[config.mk]
export PLATFORM = sky130hd
export DESIGN_NAME = lsu_ctrl_flat
export DESIGN_NICKNAME = d
export VERILOG_FILES = /design/src/rtl/lsu_ctrl_if.sv /design/src/rtl/lsu_ctrl.sv /design/src/flat_wrapper.sv
export SDC_FILE = /design/constraint.sdc
export NUM_CORES = 1
export LEC_CHECK = 0
export BUFFER_PORTS_ARGS = -buffer_cell sky130_fd_sc_hd__buf_4
export CAP_MARGIN = 20
export CORE_ASPECT_RATIO = 1.1
export CORE_UTILIZATION = 51
export DETAILED_ROUTE_END_ITERATION = 16
export GPL_TIMING_DRIVEN = 0
export PLACE_DENSITY = 0.92
export SYNTH_ARGS = -nofsm -noshare
export SYNTH_HDL_FRONTEND = slang
export SYNTH_SLANG_ARGS = --single-unit
[constraint.sdc]
create_clock -name clk -period 4.9 [get_ports clk]
set_input_delay 0.245 -clock clk [delete_from_list [all_inputs] [get_ports clk]]
set_output_delay 0.245 -clock clk [all_outputs]
set_load 0.01 [all_outputs]
[src/rtl/lsu_ctrl_if.sv]
// Core-side request/response and data-memory bus of the load/store unit.
// slave = the LSU's view; master = the core plus memory that drive it.
interface lsu_ctrl_if;
    // core request
    logic        start;
    logic        is_store;
    logic [2:0]  funct3;
    logic [31:0] addr;
    logic [31:0] store_data;
    // core response
    logic        busy;
    logic        done;
    logic [31:0] load_data;
    logic        misaligned;
    logic        illegal;
    logic        bus_err;
    // data-memory bus
    logic        mem_req;
    logic        mem_we;
    logic [31:0] mem_addr;
    logic [3:0]  mem_be;
    logic [31:0] mem_wdata;
    logic        mem_gnt;
    logic        mem_rvalid;
    logic [31:0] mem_rdata;

    modport slave (
        input  start, is_store, funct3, addr, store_data,
        output busy, done, load_data, misaligned, illegal, bus_err,
        output mem_req, mem_we, mem_addr, mem_be, mem_wdata,
        input  mem_gnt, mem_rvalid, mem_rdata
    );

    modport master (
        output start, is_store, funct3, addr, store_data,
        input  busy, done, load_data, misaligned, illegal, bus_err,
        input  mem_req, mem_we, mem_addr, mem_be, mem_wdata,
        output mem_gnt, mem_rvalid, mem_rdata
    );
endinterface

[src/rtl/lsu_ctrl.sv]
// Load/store unit: one word-aligned access per start, byte-lane steering,
// load extraction and a timeout that turns a stuck bus into bus_err.
module lsu_lane #(
    parameter int LANE = 0
) (
    input  logic [1:0]  i_size,     // funct3[1:0]: 0 byte, 1 half, 2 word
    input  logic [1:0]  i_addr_lo,
    input  logic [31:0] i_wdata,
    output logic        o_be,
    output logic [7:0]  o_byte
);
    localparam logic [1:0] LIDX = 2'(LANE);

    always_comb begin
        o_be   = 1'b0;
        o_byte = 8'h00;
        case (i_size)
            2'b00: begin
                o_be   = (i_addr_lo == LIDX);
                o_byte = i_wdata[7:0];
            end
            2'b01: begin
                o_be   = (i_addr_lo[1] == LIDX[1]);
                o_byte = LIDX[0] ? i_wdata[15:8] : i_wdata[7:0];
            end
            2'b10: begin
                o_be   = 1'b1;
                o_byte = i_wdata[8*LANE +: 8];
            end
            default: begin
                o_be   = 1'b0;
                o_byte = 8'h00;
            end
        endcase
    end
endmodule

module lsu_ctrl #(
    parameter int TIMEOUT_CYCLES = 256
) (
    input  logic       clk,
    input  logic       rst_n,
    lsu_ctrl_if.slave  bus
);
    localparam int NUM_LANES = 4;
    localparam logic [15:0] TO_LAST = 16'(TIMEOUT_CYCLES - 1);

    typedef enum logic [1:0] {S_IDLE, S_REQ, S_WAIT, S_DONE} state_t;

    typedef struct packed {
        logic        is_store;
        logic [2:0]  funct3;
        logic [31:0] addr;
        logic [31:0] wdata;
    } lsu_req_t;

    state_t      r_state, w_next;
    lsu_req_t    r_req;
    logic [15:0] r_cnt;
    logic        r_mis, r_ill, r_err;
    logic [31:0] r_ld;

    logic        w_ill, w_mis, w_timeout, w_to_err, w_capture;
    logic [NUM_LANES-1:0]      w_be;
    logic [NUM_LANES-1:0][7:0] w_wbytes;

    function automatic logic [31:0] f_extract(input logic [2:0]  f3,
                                              input logic [1:0]  a,
                                              input logic [31:0] w);
        logic [7:0]  b;
        logic [15:0] h;
        b = 8'(w >> {a, 3'b000});
        h = 16'(w >> {a[1], 4'b0000});
        case (f3)
            3'b000:  return {{24{b[7]}}, b};
            3'b001:  return {{16{h[15]}}, h};
            3'b100:  return {24'h0, b};
            3'b101:  return {16'h0, h};
            default: return w;
        endcase
    endfunction

    // Decode is done on the live inputs so a rejected access never touches the bus.
    always_comb begin
        if (bus.is_store)
            w_ill = bus.funct3[2] || (bus.funct3[1:0] == 2'b11);
        else
            w_ill = (bus.funct3 == 3'b011) || (bus.funct3[2:1] == 2'b11);
        w_mis = !w_ill &&
                (((bus.funct3[1:0] == 2'b01) && bus.addr[0]) ||
                 ((bus.funct3[1:0] == 2'b10) && (bus.addr[1:0] != 2'b00)));
    end

    assign w_timeout = (r_cnt == TO_LAST);

    // A load only completes on rvalid; a grant alone at the timeout is still an error.
    always_comb begin
        w_next    = r_state;
        w_to_err  = 1'b0;
        w_capture = 1'b0;
        case (r_state)
            S_IDLE: begin
                if (bus.start)
                    w_next = (w_ill || w_mis) ? S_DONE : S_REQ;
            end
            S_REQ: begin
                if (bus.mem_gnt && (r_req.is_store || bus.mem_rvalid)) begin
                    w_next    = S_DONE;
                    w_capture = !r_req.is_store;
                end else if (w_timeout) begin
                    w_next   = S_DONE;
                    w_to_err = 1'b1;
                end else if (bus.mem_gnt) begin
                    w_next = S_WAIT;
                end
            end
            S_WAIT: begin
                if (bus.mem_rvalid) begin
                    w_next    = S_DONE;
                    w_capture = 1'b1;
                end else if (w_timeout) begin
                    w_next   = S_DONE;
                    w_to_err = 1'b1;
                end
            end
            S_DONE:  w_next = S_IDLE;
            default: w_next = S_IDLE;
        endcase
    end

    always_ff @(posedge clk or negedge rst_n) begin
        if (!rst_n) r_state <= S_IDLE;
        else        r_state <= w_next;
    end

    always_ff @(posedge clk or negedge rst_n) begin
        if (!rst_n) begin
            r_req <= '0;
        end else if (r_state == S_IDLE && bus.start) begin
            r_req.is_store <= bus.is_store;
            r_req.funct3   <= bus.funct3;
            r_req.addr     <= bus.addr;
            r_req.wdata    <= bus.store_data;
        end
    end

    always_ff @(posedge clk or negedge rst_n) begin
        if (!rst_n)
            r_cnt <= '0;
        else if (r_state == S_REQ || r_state == S_WAIT)
            r_cnt <= r_cnt + 16'd1;
        else
            r_cnt <= '0;
    end

    // Flags live only for the DONE cycle.
    always_ff @(posedge clk or negedge rst_n) begin
        if (!rst_n) begin
            r_mis <= 1'b0;
            r_ill <= 1'b0;
            r_err <= 1'b0;
        end else if (r_state == S_DONE) begin
            r_mis <= 1'b0;
            r_ill <= 1'b0;
            r_err <= 1'b0;
        end else if (r_state == S_IDLE && bus.start) begin
            r_mis <= w_mis;
            r_ill <= w_ill;
        end else if (w_to_err) begin
            r_err <= 1'b1;
        end
    end

    always_ff @(posedge clk or negedge rst_n) begin
        if (!rst_n)         r_ld <= '0;
        else if (w_capture) r_ld <= f_extract(r_req.funct3, r_req.addr[1:0], bus.mem_rdata);
    end

    for (genvar gi = 0; gi < NUM_LANES; gi++) begin : g_lane
        lsu_lane #(.LANE(gi)) u_lane (
            .i_size    (r_req.funct3[1:0]),
            .i_addr_lo (r_req.addr[1:0]),
            .i_wdata   (r_req.wdata),
            .o_be      (w_be[gi]),
            .o_byte    (w_wbytes[gi])
        );
    end

    logic w_in_req, w_wr;
    assign w_in_req = (r_state == S_REQ);
    assign w_wr     = w_in_req && r_req.is_store;

    assign bus.busy       = (r_state != S_IDLE);
    assign bus.done       = (r_state == S_DONE);
    assign bus.misaligned = r_mis;
    assign bus.illegal    = r_ill;
    assign bus.bus_err    = r_err;
    assign bus.load_data  = r_ld;
    assign bus.mem_req    = w_in_req;
    assign bus.mem_we     = w_wr;
    assign bus.mem_addr   = w_in_req ? {r_req.addr[31:2], 2'b00} : 32'h0;
    assign bus.mem_be     = w_wr ? w_be : 4'h0;
    assign bus.mem_wdata  = w_wr ? w_wbytes : 32'h0;
endmodule
[src/flat_wrapper.sv]
// flat-port wrapper written by rule: the top's interface ports become plain ports
module lsu_ctrl_flat 
#(
    parameter int TIMEOUT_CYCLES = 256
)
  (clk, rst_n, bus_start, bus_is_store, bus_funct3, bus_addr, bus_store_data, bus_busy, bus_done, bus_load_data, bus_misaligned, bus_illegal, bus_bus_err, bus_mem_req, bus_mem_we, bus_mem_addr, bus_mem_be, bus_mem_wdata, bus_mem_gnt, bus_mem_rvalid, bus_mem_rdata);
  lsu_ctrl_if bus_i ();
  input  logic clk;
  input  logic rst_n;
  input wire logic [$bits(bus_i.start)-1:0] bus_start;
  input wire logic [$bits(bus_i.is_store)-1:0] bus_is_store;
  input wire logic [$bits(bus_i.funct3)-1:0] bus_funct3;
  input wire logic [$bits(bus_i.addr)-1:0] bus_addr;
  input wire logic [$bits(bus_i.store_data)-1:0] bus_store_data;
  output wire logic [$bits(bus_i.busy)-1:0] bus_busy;
  output wire logic [$bits(bus_i.done)-1:0] bus_done;
  output wire logic [$bits(bus_i.load_data)-1:0] bus_load_data;
  output wire logic [$bits(bus_i.misaligned)-1:0] bus_misaligned;
  output wire logic [$bits(bus_i.illegal)-1:0] bus_illegal;
  output wire logic [$bits(bus_i.bus_err)-1:0] bus_bus_err;
  output wire logic [$bits(bus_i.mem_req)-1:0] bus_mem_req;
  output wire logic [$bits(bus_i.mem_we)-1:0] bus_mem_we;
  output wire logic [$bits(bus_i.mem_addr)-1:0] bus_mem_addr;
  output wire logic [$bits(bus_i.mem_be)-1:0] bus_mem_be;
  output wire logic [$bits(bus_i.mem_wdata)-1:0] bus_mem_wdata;
  input wire logic [$bits(bus_i.mem_gnt)-1:0] bus_mem_gnt;
  input wire logic [$bits(bus_i.mem_rvalid)-1:0] bus_mem_rvalid;
  input wire logic [$bits(bus_i.mem_rdata)-1:0] bus_mem_rdata;
  assign bus_i.start = bus_start;
  assign bus_i.is_store = bus_is_store;
  assign bus_i.funct3 = bus_funct3;
  assign bus_i.addr = bus_addr;
  assign bus_i.store_data = bus_store_data;
  assign bus_busy = bus_i.busy;
  assign bus_done = bus_i.done;
  assign bus_load_data = bus_i.load_data;
  assign bus_misaligned = bus_i.misaligned;
  assign bus_illegal = bus_i.illegal;
  assign bus_bus_err = bus_i.bus_err;
  assign bus_mem_req = bus_i.mem_req;
  assign bus_mem_we = bus_i.mem_we;
  assign bus_mem_addr = bus_i.mem_addr;
  assign bus_mem_be = bus_i.mem_be;
  assign bus_mem_wdata = bus_i.mem_wdata;
  assign bus_i.mem_gnt = bus_mem_gnt;
  assign bus_i.mem_rvalid = bus_mem_rvalid;
  assign bus_i.mem_rdata = bus_mem_rdata;
  lsu_ctrl #(.TIMEOUT_CYCLES(TIMEOUT_CYCLES)) u_core (.clk(clk), .rst_n(rst_n), .bus(bus_i));
endmodule
## After elaboration in Yosys (flattened, before gate mapping)

Cells that the tools add are included.
W data, S select, Z words.

- Register bits after elaboration: 121
- Input bits: 105
- Output and inout bits: 107
- Word-level logic and storage cells: 98

- Add/sub/neg operators: 1
- Equality and inequality tests: 21
- Shifts and indexed selects: 2
- Muxes and demuxes: 36
- Bitwise logic cells: 1
- Reduce and logical (&&, ||, !) cells: 27

Operators by type and width:

| cell | count |
|---|---|
| $pmux W32 S4 | 1 |
| $mux W32 | 2 |
| $pmux W8 S2 | 2 |
| $shr A32 B5 Y16 | 1 |
| $shr A32 B5 Y8 | 1 |
| $pmux W8 S3 | 1 |
| $add A16 B1 Y16 const B | 1 |
| $eq A16 B8 Y1 const B | 1 |
| $eq A2 B2 Y1 const B | 8 |
| $mux W16 | 1 |
| $mux W2 | 7 |
| $mux W1 | 13 |
| $pmux W1 S3 | 4 |
| $eq A2 B1 Y1 const B | 4 |
| $mux W8 | 1 |
| $pmux W2 S4 | 1 |
| $reduce_bool A2 Y1 | 4 |
| $eq A3 B3 Y1 const B | 2 |
| $logic_and A1 B1 Y1 | 6 |
| $logic_not A2 Y1 | 3 |
| $logic_or A1 B1 Y1 | 6 |
| $mux W4 | 1 |
| $ne A2 B2 Y1 const B | 2 |
| $ne A4 B3 Y1 const B | 1 |
| 11 further kinds | 14 |

## Longest topological paths before layout

Gate-level depths: netlist of the first run.

- Depth in word-level cells: 9
- Mapped depth: 8
- Mapped depth without buffers: 6

## Hierarchy

From an unflattened synthesis of the first run, not the netlist that was laid out.

- Cell total of the unflattened synthesis: 621
- Area total of the unflattened synthesis: 6491.2 sq um

By module, submodules not included:

| module | times used | cells each | area an instance (sq um) | seq. area each (sq um) |
|---|---|---|---|---|
| lsu_ctrl | 1 | 546 | 5894.4 | 3027.9 |
| lsu_lane at u_core.g_lane[3].u_lane | 1 | 22 | 209.0 | 0.0 |
| lsu_lane at u_core.g_lane[1].u_lane | 1 | 28 | 197.7 | 0.0 |
| lsu_lane at u_core.g_lane[2].u_lane | 1 | 13 | 113.9 | 0.0 |
| lsu_lane at u_core.g_lane[0].u_lane | 1 | 12 | 76.3 | 0.0 |

## Worst setup path after synthesis of the first run

Ideal clock, no wire load.

- Path kind: register to output
- Start point: register u_core.r_state[1]
- End point: output bus_mem_wdata[10]
- Arrival: 1712 ps
- Required time: 4655 ps
- Slack: 2943 ps
- Stages on the path, launching flop included: 8
- Path buffers: 2
- Path through: dfrtp_1 inv_1 ha_1 and2_1 nand2b_1 clkbuf_1 buf_1 nor2_1

- Cells in the longest elaborated chain, start to end: 3

Ends and longest elaborated chain:

| what | RTL line | source |
|---|---|---|
| start: declaration | lsu_ctrl.sv:57 | `state_t r_state, w_next;` |
| start signal: assignment | lsu_ctrl.sv:133 | `else r_state <= w_next;` |
| $eq A2 B1 Y1 | lsu_ctrl.sv:190 | `assign w_in_req = (r_state == S_REQ);` |
| named net bus_mem_req | flat_wrapper.sv:21 | `output wire logic [$bits(bus_i.mem_req)-1:0] bus_mem_req;` |
| $logic_and A1 B1 Y1 | lsu_ctrl.sv:191 | `assign w_wr = w_in_req && r_req.is_store;` |
| named net bus_mem_we | flat_wrapper.sv:22 | `output wire logic [$bits(bus_i.mem_we)-1:0] bus_mem_we;` |
| $mux W32 | lsu_ctrl.sv:203 | `assign bus.mem_wdata = w_wr ? w_wbytes : 32'h0;` |
| end: declaration | flat_wrapper.sv:25 | `output wire logic [$bits(bus_i.mem_wdata)-1:0] bus_mem_wdata;` |

The timed path passes the listed nets, and every way through them passes these cells.

## Final worst setup path of the first run

- Start point: register u_core.r_req[65] (netlist bit)
- End point: output bus_mem_be[3]

- Cells in the longest elaborated chain, start to end: 3
- Elaborated cells on any way between the ends: 5
- Those cells by class: eq/ne: 2; mux: 2; reduce/logical: 1

Ends and longest elaborated chain:

| what | RTL line | source |
|---|---|---|
| start: declaration | lsu_ctrl.sv:58 | `lsu_req_t r_req;` |
| $eq A2 B2 Y1, or another cell as far along | lsu_ctrl.sv:17 | `case (i_size)` |
| $pmux W1 S3 (*) | lsu_ctrl.sv:17 |  |
| $mux W4 (*) | lsu_ctrl.sv:202 | `assign bus.mem_be = w_wr ? w_be : 4'h0;` |
| end: declaration | flat_wrapper.sv:24 | `output wire logic [$bits(bus_i.mem_be)-1:0] bus_mem_be;` |

Mark *: on every way between the ends. The rest lies on a longest branch, timed or not.

==> summary.txt, run 1 <==
Outcome
  • Status: finished clean

Global route
  • Largest net degree at the start of global routing: just under 80
  • First-pass GRT wire length: 28.3 mm
  • Antenna violations before repair: 0
  • GRT overflow: 0
  • Gr usage total: a little under 30%
  • Vias in the first global route: between 5,000 and 6,000

Yosys
  • Most instantiated library cell after synthesis: dfrtp_1
  • Post-synth top area cell: dfrtp_1
  • Synth top cells by count: dfrtp_1 (121), mux2_2 (75), nand2_1 (46)
  • Yosys warns: 0
  • Main synth FF type: dfrtp_1
  • Async SR Flop Fraction: between 90% and 100%
  • Post-Syn Instances: roughly 570
  • Post-synth EDFFs: 0
  • Yosys top cell area share: 49.2%
  • Ranking of synthesized cells by area: dfrtp_1 (49%), mux2_2 (14%), and2_1 (4.3%)
  • Syn avg cell area: 10.7 um^2
  • FF+latch count, synth: approximately 120
  • Synth unique cells: 53
  • Post-Syn Area: 0.00616 mm^2
  • Register area share after synthesis: approximately half

Floorplanning
  • Die footprint: ~0.013 mm^2
  • Die Span Y: about 120 um
  • Row cnt: 41
  • Die Wd: ~110 um
  • Starting Density: approximately 53%
  • IO Count: 212
  • Core area: 0.0116 mm^2

Clock tree
  • Total CTS buffers: 17
  • Clk Latency, worst-skew pair: a little over 400 ps
  • CTS clk-pin slew, worst paths: 60 ps
  • CTS Sinks: approximately 120
  • Clk buf depth: 2
  • CTS H-tree depth: 4
  • Root buffer cell: clkbuf_16
  • TritonCTS clock tree: built

Flow run
  • Max Cap Viol: 0

Layout
  • Nets: 920
  • Layout area overhead: 40.3%
  • Layout cells sized above 1: a little over two fifths
  • N_diodes: 0

Power
  • Combinational share of power: 43.1%
  • Maximum vdd ir drop: ~0.4 mV
  • P_sw: just over 2 mW
  • Total power per unit cell area: about 650 mW/mm^2
  • Clock share of power: about a quarter
  • P_int: around 3.6 mW
  • Sequential Power Share: 31.4%
  • Net Sw Frac: 36.3%
  • Leak Pwr: roughly 4.1 nW

Worst hold path
  • Hold WC Path Type: in -> reg

Worst setup path
  • Startpoint Class: register
  • CP Data Arrival Time: between 2000 and 3000 ps
  • Setup CP Type: reg -> out
  • Critical path required time: 4660 ps
  • Critical path endpoint category: primary output
  • Crit Path Max Fanout: 10

Placement
  • PortBufs: between 200 and 250
  • Hpwl dp: 13.2 mm
  • Routability cong.: roughly 0.9

Drt
  • Drt first pass iters: 7
  • Initial DRC count: between 500 and 600
  • Wirelength per Cell: 18.8 um
  • Final WL: 18.2 mm
  • Post-route DRC: 0
  • DR vias/cell: approximately 5.9
  • DR vias: 5,673
  • Final antenna-violating net count: 0

Timing
  • # setup viols final: 0
  • Fmax: about 320 MHz
  • Final Critical Period: 3080 ps
  • Final slew viol count: 0
  • Max_slew headroom: about 56%
  • Total negative slack: 0 ps
  • Clk_skew: roughly 18 ps
  • Final hold vios: 0
  • RSZ-0062 raised after global routing: no
  • Hold WS: about 60 ps
  • Final period util: 62.9%
  • Tightest Pin Transition: between 600 and 700 ps
==> layer usage <==
layer / track usage [%] / vias to the layer above / routed length, um
met4: 14.7 / 0 / 620
met1: 33.5 / 2704 / 6660
li1: - / 2536 / -
met2: 52.6 / 365 / 9380
met5: 0 / - / 0
met3: 6.92 / 68 / 1580
==> worst max-delay path, cell delays in order, from the launching register on <==
cell	delay, ps
dfrtp_1	410
clkinv_1	210
ha_1	190
buf_4	160
clkbuf_1	430
clkbuf_1	460
o21ai_0	200
a21oi_1	210
buf_4	150
==> timing repair <==
item | in CTS | in global routing
resized for setup | 0 | 0
setup buffers | 0 | 0
endpoints found under the hold margin | 43 | 0
hold buffers | 1 | 0
==> state kept, by name, indices dropped and copies added, names as in the netlist <==
name	flops
u_core.r_cnt	16
u_core.bus.illegal	1
u_core.r_state	2
u_core.bus.misaligned	1
u_core.bus.load_data	32
u_core.r_req	68
u_core.bus.bus_err	1
==> cells by family (layout without fill, tap and decap cells) <==
family | after synthesis | in the layout | synth area share (%)
AOI/OAI and AO/OA | 108 | 108 | 12.5
xor gates and xnor gates | 8 | 8 | 1.14
adders and majority gates | 10 | 10 | 2.03
buffers and inverters | 52 | 295 | 3.78
DFF | 121 | 121 | 49.2
muxes | 77 | 77 | 14.3
other | 1 | 2 | 0.0609
and+or+nand+nor | 197 | 197 | 17.0
==> power by group through the flow <==
stage / logic [mW] / registers, mW / clock network, mW
2_1_floorplan: 1.47 / 1.71 / 0
3_3_place_gp: 2.27 / 1.71 / 0
3_5_place_dp: 2.38 / 1.75 / 0
4_1_cts: 2.40 / 1.75 / 1.43
5_1_grt: 2.62 / 1.81 / 1.48
6_report: 2.42 / 1.76 / 1.43
==> layout make-up <==
| class | instances | area [um^2] |
|---|---|---|
| sequential | 121 | 3030 |
| clock inverter | 12 | 220 |
| multi-input combinational | 402 | 2900 |
| clock buffer | 20 | 457 |
| inverter | 11 | 41.3 |
| buffer | 41 | 191 |
| tap | 150 | 188 |
| timing repair buffer | 211 | 1610 |
| fill | 803 | 2960 |
==> layout by cell type (no fill, tap or decap), types with 6 or more instances in the layout <==
cell,n
dfrtp_1,121
nand2_1,46
a222oi_1,9
clkbuf_16,17
nor2_1,42
o21ai_0,23
clkbuf_1,27
nand3_1,28
a31oi_1,6
mux2_2,75
a22oi_1,15
inv_1,10
bufinv_16,6
a21oi_1,14
xor2_1,6
buf_4,211
and2_1,42
nand3_2,10
a221oi_1,15
ha_1,10
==> per-stage QoR <==
step | cell area (um^2) | setup WS [ps] | cells | util (%) | power, mW
global placement | 7920 | 2420 | 934 | 68.3 | 3.98
global route | 8630 | 1680 | 968 | 74.5 | 5.91
finish | 8630 | 1820 | 968 | 74.5 | 5.61
detailed placement | 7950 | 2360 | 935 | 68.6 | 4.14
floorplan | 6160 | 2940 | 575 | - | 3.18
CTS | 8630 | 1890 | 968 | 74.5 | 5.59
==> worst paths after layout <==
check,startpoint,endpoint,slack [ps],cells after the start
worst max-delay path,u_core.r_req[65],bus_mem_be[3],1820,8
min in group asynchronous,rst_n,u_core.r_cnt[13],340,2
worst min-delay path,bus_addr[27],u_core.r_req[59],60,2
worst max register to register,u_core.r_req[65],u_core.bus.load_data[1],2400,7
max in group asynchronous,rst_n,u_core.r_req[5],3840,3
worst min register to register,u_core.r_cnt[0],u_core.r_cnt[0],450,1
Power figures use the tool's default switching activity.
==> run 2, diff against run 1 <==
ABC_AREA = 1   (was unset)
CORE_UTILIZATION = 46   (was 51)
PLACE_DENSITY = 0.88   (was 0.92)
clock period = 2.7 ns   (was 4.9 ns; I/O delays follow)
==> run 2 against run 1 <==
  * Sequential cell count stayed put
  * Final cell count increased by 43%
  * Clock power is 66% higher
  * Critical endpoint is now bus_mem_wdata[15]
  * First-iteration DRC count up 24%
  * Global-route usage is 2.5 points higher
  * Die area up 15%
  * Routed wire length rose by 21%
  * Clock-buffer cell count unchanged
  * Synthesized cell count up 55%
  * Power increased by 83%
  * Largest power group unchanged
==> summary.txt, run 2 <==
Layout
  • Commonest non-fill, non-tap cell in the layout: nand2_1
  • Biggest register: u_core.r_req
  • FILL cells: around 1,000
  • Finished layout cell area: 0.00959 mm^2
  • Max reg flops: just under 70
  • N_diodes: 0
  • Layout cells sized above 1: a little under a quarter
  • Nets: between 1,000 and 1,500
  • Most frequent cells in the layout: nand2_1 (310), buf_4 (216), inv_1 (122)
  • Layout area overhead: 49.2%
  • Final non-filler cell total: between 1,000 and 1,500

Floorplanning
  • Die Wd: 115 um
  • Die Span Y: ~130 um
  • Die footprint: 0.0144 mm^2
  • Core area: 0.0134 mm^2
  • Row cnt: 44
  • IO Count: roughly 210
  • Starting Density: around 48%

Placement
  • Inst Count DP: roughly 1,300
  • Routability cong.: 0.876
  • DP Area: between 0.008 and 0.009 mm^2
  • PortBufs: between 200 and 250
  • Post-place setup slack: ~400 ps
  • Hpwl dp: ~14 mm

Timing
  • Final hold vios: 0
  • Final Critical Period: around 2600 ps
  • # setup viols final: 0
  • Final period util: a little over nine tenths
  • Clk_skew: 6.73 ps
  • Final slew viol count: 0
  • Tightest Pin Transition: around 630 ps
  • Fmax: 387 MHz
  • Final WS setup: ~120 ps
  • Max_slew headroom: between 50% and 60%
  • Total negative slack: 0 ps

Worst setup path
  • CP Data Arrival Time: around 2500 ps
  • Crit path largest cell delay: between 400 and 500 ps
  • Crit Path Max Fanout: 10
  • Critical path required time: 2570 ps
  • Delay-heaviest family, CP: buffers and inverters
  • Startpoint Class: register
  • Worst path depth: 9
  • Critical path endpoint category: primary output
  • Setup CP Type: reg -> out
  • CP Cell Sequence: inv_2 -> ha_1 -> buf_4 -> nand2_1 -> nor2_4 -> buf_1 -> nand2_1 -> inv_1 -> buf_4
  • Buf/Inv on CP: 5
  • Reg2reg path depth: 8
  • Slowest cell on the critical path: dfrtp_1

Yosys
  • Most instantiated library cell after synthesis: nand2_1
  • Synth top cells by count: nand2_1 (310), inv_1 (123), dfrtp_1 (121)
  • Post-Syn Area: about 0.0064 mm^2
  • Post-synth top area cell: dfrtp_1
  • Yosys top cell area share: 47.1%
  • Post-synth EDFFs: 0
  • Register area share after synthesis: a little under half
  • Syn avg cell area: ~7.2 um^2
  • Post-Syn Instances: 891
  • Main synth FF type: dfrtp_1
  • Yosys warns: 0
  • Async SR Flop Fraction: 100%
  • Synth unique cells: 39
  • FF+latch count, synth: between 100 and 150
  • Ranking of synthesized cells by area: dfrtp_1 (47%), nand2_1 (18%), inv_1 (7.2%)

Drt
  • Post-route DRC: 0
  • Drt first pass iters: 6
  • DR vias: slightly above 7,000
  • DR vias/cell: 5.18
  • Wirelength per Cell: 16.0 um
  • Final WL: ~22 mm
  • Final antenna-violating net count: 0
  • Initial DRC count: between 600 and 700

Clock tree
  • Clk buf depth: 2
  • Clk Latency, worst-skew pair: roughly 420 ps
  • Root buffer cell: clkbuf_16
  • CTS H-tree depth: 4
  • TritonCTS clock tree: built
  • CTS Sinks: 121
  • Total CTS buffers: 17
  • CTS clk-pin slew, worst paths: approximately 50 ps

Global route
  • Largest net degree at the start of global routing: 92
  • Gr usage total: around a third
  • GRT overflow: 0
  • First-pass GRT wire length: 35.4 mm
  • Vias in the first global route: approximately 7,000
  • Antenna violations before repair: 0

Power
  • Leak Pwr: ~5.3 nW
  • Total power per unit cell area: 1070 mW/mm^2
  • Final Total Pwr: approximately 10 mW
  • Maximum vdd ir drop: around 0.57 mV

Worst hold path
  • Hold WC Path Type: in -> reg
  • Hold Crit Depth: 3

Flow run
  • Max Cap Viol: 0

Outcome
  • Status: finished clean
[run 2: cell count changes after synthesis, sizes merged, moves of 16 or more]
cell,change
nand2,+266
a22oi,-16
inv,+117
nor2,+73
and2,-43
mux2,-76
o21ai,+38
nand3,-21
[run 2: path summary, 6_finish.rpt]
check	end	startpoint	slack (ps)
setup / recovery	bus_mem_wdata[15]	u_core.r_state[1]	120
hold / removal	u_core.bus.load_data[1]	bus_mem_rdata[1]	7
setup reg to reg	u_core.r_req[29]	u_core.r_state[0]	300
hold reg to reg	u_core.r_req[51]	u_core.r_req[51]	480
max in group asynchronous	u_core.bus.load_data[10]	rst_n	1810
min in group asynchronous	u_core.r_req[11]	rst_n	150
[run 2: layer usage]
layer / vias to the layer above / share of wire [%] / GRT usage [%]
met5: - / 0 / 0
met4: 0 / 3.9 / 16.0
met3: 112 / 8.1 / 10.3
met2: 416 / 49 / 53.5
met1: 3307 / 39 / 36.7
li1: 3343 / - / -
[run 2: metrics by stage]
| step | hold slack (ps) | util [%] |
|---|---|---|
| 2_1_floorplan | -161 | - |
| 3_3_place_gp | 329 | 61.3 |
| 3_5_place_dp | 35.1 | 61.5 |
| 4_1_cts | 0.931 | 71.1 |
| 5_1_grt | 22.9 | 71.4 |
| 6_report | 7.16 | 71.4 |
[run 2: area by class of cell]
| class | count | area, um^2 | share of cell area [%] |
|---|---|---|---|
| tap | 184 | 230 | 2.40 |
| inverter | 130 | 492 | 5.13 |
| sequential | 121 | 3030 | 31.6 |
| buffer | 41 | 224 | 2.34 |
| timing repair buffer | 278 | 2280 | 23.8 |
| multi-input combinational | 599 | 2720 | 28.4 |
| clock buffer | 20 | 467 | 4.87 |
| clock inverter | 12 | 146 | 1.53 |
[run 2: kinds of logic after synthesis]
kind of cell,Yosys count,synth area share (%)
other cells,1,0.0584
buf+inv,172,11.0
flops,121,47.1
xor+xnor,5,0.682
compound gates,126,11.5
fa+ha+maj,10,1.95
simple gates,456,27.6
[run 2: where the power goes]
group	total, mW	internal [mW]	switching (mW)
logic	4.80	1.85	2.95
clock network	2.37	1.52	0.854
registers	3.07	2.60	0.477
total	10.2	5.96	4.28
[run 2: worst register-to-register path, cell delays in order, from the launching register on]
cell and delay, ps:
dfrtp_1 430, inv_1 120, ha_1 180, nand2_1 170, clkinv_1 220, buf_2 330, buf_1 420, nand2_1 300
nand2_1 160
[run 2: what timing repair did]
action	in CTS	in global routing
setup endpoints to repair	3	23
hold endpoints to repair	96	0
setup buffers	0	1
hold buffers	67	0
cloned	0	0
resized for setup	1	16
pin swaps	0	1
